[src/rtl/mem_arbiter.sv]
// Single-port memory arbiter for I-cache read, D-cache read and D-cache write-back lines.
// Define MEM_ARB_STARVE_GUARD_EN to add the I-side starvation guard (otherwise fixed DW > DR > IC).
module mem_arbiter #(
   parameter int ADDR_W     = 32,
   parameter int LINE_W     = 128,
   parameter int STARVE_MAX = 4
) (
   input  logic              clk,
   input  logic              reset,
   input  logic              ic_read_req,
   input  logic [ADDR_W-1:0] ic_read_addr,
   output logic              ic_read_ack,
   output logic [LINE_W-1:0] ic_read_data,
   input  logic              dc_read_req,
   input  logic [ADDR_W-1:0] dc_read_addr,
   output logic              dc_read_ack,
   output logic [LINE_W-1:0] dc_read_data,
   input  logic              dc_write_req,
   input  logic [ADDR_W-1:0] dc_write_addr,
   input  logic [LINE_W-1:0] dc_write_data,
   output logic              dc_write_ack,
   output logic              mem_enable,
   output logic              mem_rw,
   input  logic              mem_ack,
   output logic [ADDR_W-1:0] mem_addr,
   output logic [LINE_W-1:0] mem_data_in,
   input  logic [LINE_W-1:0] mem_data_out,
   output logic              busy
);

   typedef enum logic [1:0] {S_IDLE = 2'd0, S_MEM = 2'd1, S_RESP = 2'd2} state_t;
   typedef enum logic [1:0] {OWN_IC = 2'd0, OWN_DR = 2'd1, OWN_DW = 2'd2} owner_t;

   generate
      if (STARVE_MAX < 1 || STARVE_MAX > 15) begin : g_bad_starve_max
         $error("mem_arbiter: STARVE_MAX must be in 1..15");
      end
   endgenerate

   state_t              state_q, state_d;
   owner_t              owner_q, owner_d;
   logic                mem_enable_q, mem_enable_d;
   logic                mem_rw_q, mem_rw_d;
   logic [ADDR_W-1:0]   mem_addr_q, mem_addr_d;
   logic [LINE_W-1:0]   mem_data_in_q, mem_data_in_d;
   logic [LINE_W-1:0]   ic_data_q, ic_data_d;
   logic [LINE_W-1:0]   dc_data_q, dc_data_d;
   logic                ic_ack_q, ic_ack_d;
   logic                dr_ack_q, dr_ack_d;
   logic                dw_ack_q, dw_ack_d;

   logic                any_req;
   logic                ic_promote;
   owner_t              grant;

   assign any_req = ic_read_req | dc_read_req | dc_write_req;

`ifdef MEM_ARB_STARVE_GUARD_EN
   localparam logic [3:0] STARVE_LIM = 4'(STARVE_MAX);

   logic [3:0] starve_q, starve_d;

   assign ic_promote = ic_read_req && (starve_q == STARVE_LIM);

   // Counts only data-side grants that bypassed a waiting I-cache request.
   always_comb begin
      starve_d = starve_q;
      if (state_q == S_IDLE && any_req) begin
         if (grant == OWN_IC || !ic_read_req) begin
            starve_d = 4'd0;
         end else if (starve_q != 4'hF) begin
            starve_d = starve_q + 4'd1;
         end
      end
   end

   always_ff @(posedge clk or negedge reset) begin
      if (!reset) begin
         starve_q <= 4'd0;
      end else begin
         starve_q <= starve_d;
      end
   end
`else
   assign ic_promote = 1'b0;
`endif

   always_comb begin
      if (ic_promote) begin
         grant = OWN_IC;
      end else if (dc_write_req) begin
         grant = OWN_DW;
      end else if (dc_read_req) begin
         grant = OWN_DR;
      end else begin
         grant = OWN_IC;
      end
   end

   always_comb begin
      state_d       = state_q;
      owner_d       = owner_q;
      mem_enable_d  = mem_enable_q;
      mem_rw_d      = mem_rw_q;
      mem_addr_d    = mem_addr_q;
      mem_data_in_d = mem_data_in_q;
      ic_data_d     = ic_data_q;
      dc_data_d     = dc_data_q;
      ic_ack_d      = 1'b0;
      dr_ack_d      = 1'b0;
      dw_ack_d      = 1'b0;

      case (state_q)
         S_IDLE: begin
            if (any_req) begin
               state_d      = S_MEM;
               owner_d      = grant;
               mem_enable_d = 1'b1;
               case (grant)
                  OWN_DW: begin
                     mem_addr_d    = dc_write_addr;
                     mem_rw_d      = 1'b1;
                     mem_data_in_d = dc_write_data;
                  end
                  OWN_DR: begin
                     mem_addr_d = dc_read_addr;
                     mem_rw_d   = 1'b0;
                  end
                  default: begin
                     mem_addr_d = ic_read_addr;
                     mem_rw_d   = 1'b0;
                  end
               endcase
            end
         end

         S_MEM: begin
            // Address, direction and write data stay frozen until memory answers.
            if (mem_ack) begin
               state_d      = S_RESP;
               mem_enable_d = 1'b0;
               case (owner_q)
                  OWN_IC: begin
                     ic_data_d = mem_data_out;
                     ic_ack_d  = 1'b1;
                  end
                  OWN_DR: begin
                     dc_data_d = mem_data_out;
                     dr_ack_d  = 1'b1;
                  end
                  OWN_DW: begin
                     dw_ack_d = 1'b1;
                  end
                  default: begin
                     state_d = S_RESP;
                  end
               endcase
            end
         end

         S_RESP: begin
            state_d = S_IDLE;
         end

         default: begin
            state_d = S_IDLE;
         end
      endcase
   end

   always_ff @(posedge clk or negedge reset) begin
      if (!reset) begin
         state_q       <= S_IDLE;
         owner_q       <= OWN_IC;
         mem_enable_q  <= 1'b0;
         mem_rw_q      <= 1'b0;
         mem_addr_q    <= '0;
         mem_data_in_q <= '0;
         ic_data_q     <= '0;
         dc_data_q     <= '0;
         ic_ack_q      <= 1'b0;
         dr_ack_q      <= 1'b0;
         dw_ack_q      <= 1'b0;
      end else begin
         state_q       <= state_d;
         owner_q       <= owner_d;
         mem_enable_q  <= mem_enable_d;
         mem_rw_q      <= mem_rw_d;
         mem_addr_q    <= mem_addr_d;
         mem_data_in_q <= mem_data_in_d;
         ic_data_q     <= ic_data_d;
         dc_data_q     <= dc_data_d;
         ic_ack_q      <= ic_ack_d;
         dr_ack_q      <= dr_ack_d;
         dw_ack_q      <= dw_ack_d;
      end
   end

   assign ic_read_ack  = ic_ack_q;
   assign dc_read_ack  = dr_ack_q;
   assign dc_write_ack = dw_ack_q;
   assign ic_read_data = ic_data_q;
   assign dc_read_data = dc_data_q;
   assign mem_enable   = mem_enable_q;
   assign mem_rw       = mem_rw_q;
   assign mem_addr     = mem_addr_q;
   assign mem_data_in  = mem_data_in_q;
   assign busy         = (state_q != S_IDLE);

endmodule

[config.mk]
export PLATFORM = sky130hd
export DESIGN_NAME = mem_arbiter
export DESIGN_NICKNAME = d
export VERILOG_FILES = /design/src/rtl/mem_arbiter.sv
export SDC_FILE = /design/constraint.sdc
export NUM_CORES = 1
export LEC_CHECK = 0
export ABC_AREA = 0
export CAP_MARGIN = 0
export CORE_AREA = 2 2 304 306
export CTS_CLUSTER_SIZE = 25
export DETAILED_ROUTE_END_ITERATION = 6
export DIE_AREA = 0 0 306 308
export SYNTH_ARGS = -nofsm -noshare
export SYNTH_HDL_FRONTEND = slang
export SYNTH_SLANG_ARGS = --single-unit
[constraint.sdc]
create_clock -name clk -period 2.3 [get_ports clk]
set_clock_uncertainty 0.1 [all_clocks]
set_input_delay 0.23 -clock clk [delete_from_list [all_inputs] [get_ports clk]]
set_output_delay 0.23 -clock clk [all_outputs]
set_load 0.02 [all_outputs]
==> impl_metrics.env <==
export IMPL_synth_nets=1377
export IMPL_syn_area_per_cell_um2=16.55
export IMPL_cp_start_kind="register"
export IMPL_tritoncts="built"
export IMPL_crit_path_max_incr_delay_ns=0.92
export IMPL_ir_worst_vdd_mv=0.8509
export IMPL_dieArea_um2=94250
export IMPL_leakagePower_nw=11.76
export IMPL_worstMarginPinSlew_ns=1.004
export IMPL_grt_pass1_wl_um=86910
export IMPL_ys_ff_latch=425
export IMPL_htreeDepth=2
export IMPL_drtIter0Drc=454
export IMPL_grt_use_total_pct=12.21
export IMPL_num_vias=11770
export IMPL_path_clk_slew_ns=0.06
export IMPL_rsz0062_at_grt="false"
export IMPL_synth_cell_type_count=24
export IMPL_p_per_area_nw_per_um2=1494
export IMPL_viasPerCell=3.848
export IMPL_routedWlPerCell_um=19.46
export IMPL_syn_area_um2=16860
export IMPL_hold_path_class="input pin to register"
export IMPL_grt_max_degree=55
export IMPL_finalMaxSlewViolations=0
export IMPL_die_h_um=308
export IMPL_crit_family="buffers and inverters"
export IMPL_coreArea_um2=90970
export IMPL_yosys_warnings=0
export IMPL_synth_top_flop_cell="dfrtp_1"
export IMPL_final_nets=2195
export IMPL_port_buffers=779
export IMPL_netlist_instances=1019
export IMPL_overflow=0
export IMPL_antenna_cells=0
export IMPL_hold_viol_final=0
export IMPL_synth_async_reset_ratio_pct=100.0
export IMPL_cp_num_buf_inv=1
export IMPL_maxCapViolations=0
export IMPL_mostFrequentLayoutCells="clkdlybuf4s50_1, dfrtp_1, mux2_2"
export IMPL_final_common_cell="clkdlybuf4s50_1"
export IMPL_first_pass_iters=4
export IMPL_use_met1_pct=13.00
export IMPL_grt_pass1_vias=13200
export IMPL_cts_root_buf="clkbuf_16"
export IMPL_worst_setup_path_end_kind="output pin"
export IMPL_crit_slowest_cell="clkdlybuf4s50_1"
export IMPL_worstSetupPathType="register to output pin"
export IMPL_place_inst=2970
export IMPL_grt_busiest_layer="met2"
export IMPL_max_freq_mhz=455.4
export IMPL_relSlewSlack_pct=32.84
export IMPL_min_period_ns=2.196
export IMPL_grt_use_met3_pct=5.147
export IMPL_worstPathRequired_ns=1.97
export IMPL_cts_buffers_inserted=49
export IMPL_drc=0
export IMPL_stdcell_count=3059
export IMPL_cts_buffer_depth=3
export IMPL_status="finished clean"
export IMPL_crit_chain="clkdlybuf4s50_1"
export IMPL_dp_hpwl_um=45850
export IMPL_gp_congestion=0.8026
export IMPL_cp_arrival_ns=1.87
export IMPL_postCtsSetupRepairBufs=0
export IMPL_drive_gt1_share_pct=29.20
export IMPL_synth_edff_count=0
export IMPL_drt_antenna_violating_nets=0
export IMPL_fin_crit_sh_pct=95.46
export IMPL_die_x_um=306
export IMPL_finalWirelength_um=59530
export IMPL_gr_usage_met2_pct=21.52
export IMPL_rows=111
export IMPL_clock_latency_ns=0.59
export IMPL_cts_sinks=425
export IMPL_ios=780
export IMPL_critPathMaxFanout=2
export IMPL_antenna_found_initial=6
export IMPL_area_growth_pct=65.83
export IMPL_initial_core_util_pct=18.54
export IMPL_yosysSeqAreaShare_pct=63.07
export IMPL_tns_ns=0
export IMPL_finalSetupViolCount=0
-- worst paths after layout --
| check | start | to | slack [ns] | cells after the start |
|---|---|---|---|---|
| max in group asynchronous | reset | mem_data_in[122]$_DFFE_PN0P_ | 1.23 | 3 |
| worst min register to register | mem_rw$_DFFE_PN0P_ | mem_rw$_DFFE_PN0P_ | 0.38 | 1 |
| worst max-delay path | mem_data_in[68]$_DFFE_PN0P_ | mem_data_in[68] | 0.10 | 1 |
| min in group asynchronous | reset | dc_read_data[34]$_DFFE_PN0P_ | 0.13 | 2 |
| worst max register to register | state_q[1]$_DFFE_PN0P_ | dc_read_data[77]$_DFFE_PN0P_ | 0.31 | 4 |
| worst min-delay path | dc_write_req | mem_addr[23]$_DFFE_PN0P_ | 0.09 | 4 |
-- cell families after synthesis --
family / synth area share [%]
muxes: 31.91
DFF: 63.07
AOI/OAI and AO/OA: 2.078
buffers and inverters: 2.389
and+or+nand+nor: 0.5565
-- routing by layer --
metal	share of wire [%]	routed length, µm
met2	50	29810
met3	9.5	5655
met1	37	21990
met4	3.4	2044
met5	0.040	24
-- flip-flops by register name (all words and copies together), names as in the netlist --
| register | cells |
|---|---|
| dc_read_ack | 1 |
| dc_read_data | 128 |
| dc_write_ack | 1 |
| ic_read_ack | 1 |
| ic_read_data | 128 |
| mem_addr | 32 |
| mem_data_in | 128 |
| mem_enable | 1 |
| mem_rw | 1 |
| owner_q | 2 |
| state_q | 2 |
-- worst register-to-register path: stages (launching register included) --
cell      delay (ns)
dfrtp_1         0.40
nand3b_4        0.18
or3b_4          0.51
buf_12          0.24
mux2_4          0.44
-- power by group --
group / leakage (nW) / internal [mW] / switching [mW]
Clock: 0.805 / 4.81 / 3.17
Combinational: 5.86 / 10.8 / 9.48
Sequential: 5.09 / 11.3 / 2.20
-- cell usage after synthesis (2+ instances only) --
master / number / share of area (%)
mux2_4: 100 / 8.9
buf_6: 13 / 0.87
a21o_1: 2 / 0.089
buf_2: 25 / 0.74
mux2_2: 315 / 21
inv_1: 3 / 0.067
buf_1: 3 / 0.067
mux2i_1: 32 / 1.9
buf_4: 9 / 0.40
nand2_1: 3 / 0.067
nand2b_1: 2 / 0.074
dfrtp_1: 425 / 63
clkbuf_1: 11 / 0.24
o21ai_0: 66 / 2.0
-- metrics by stage --
step	util, %	worst slack, ns	hold WS [ns]	total power, mW	area (µm²)
2_1_floorplan	-	0.5086	-0.1656	23.23	16860
3_3_place_gp	28.93	0.0008993	0.1484	33.80	26310
3_5_place_dp	28.93	-0.04453	0.1568	34.18	26310
4_1_cts	30.74	0.02568	0.03575	42.49	27960
5_1_grt	30.74	0.01530	0.08427	43.86	27960
6_report	30.74	0.1043	0.09236	41.77	27960
-- layout make-up --
| class | instances | area (µm²) |
|---|---|---|
| Clock inverter | 17 | 215.2 |
| Fill cell | 9035 | 63010 |
| Clock buffer | 70 | 1415 |
| Timing Repair Buffer | 828 | 8364 |
| Sequential cell | 425 | 10640 |
| Multi-Input combinational cell | 530 | 5838 |
| Inverter | 3 | 11.26 |
| Tap cell | 1186 | 1484 |
-- what timing repair did --
item                       in CTS  in global routing
setup endpoints to repair       1                  0
resized for setup               1                  0
hold buffers                    2                  0
hold endpoints to repair      309                  0
Note: power is estimated with default switching activity, not from simulation.
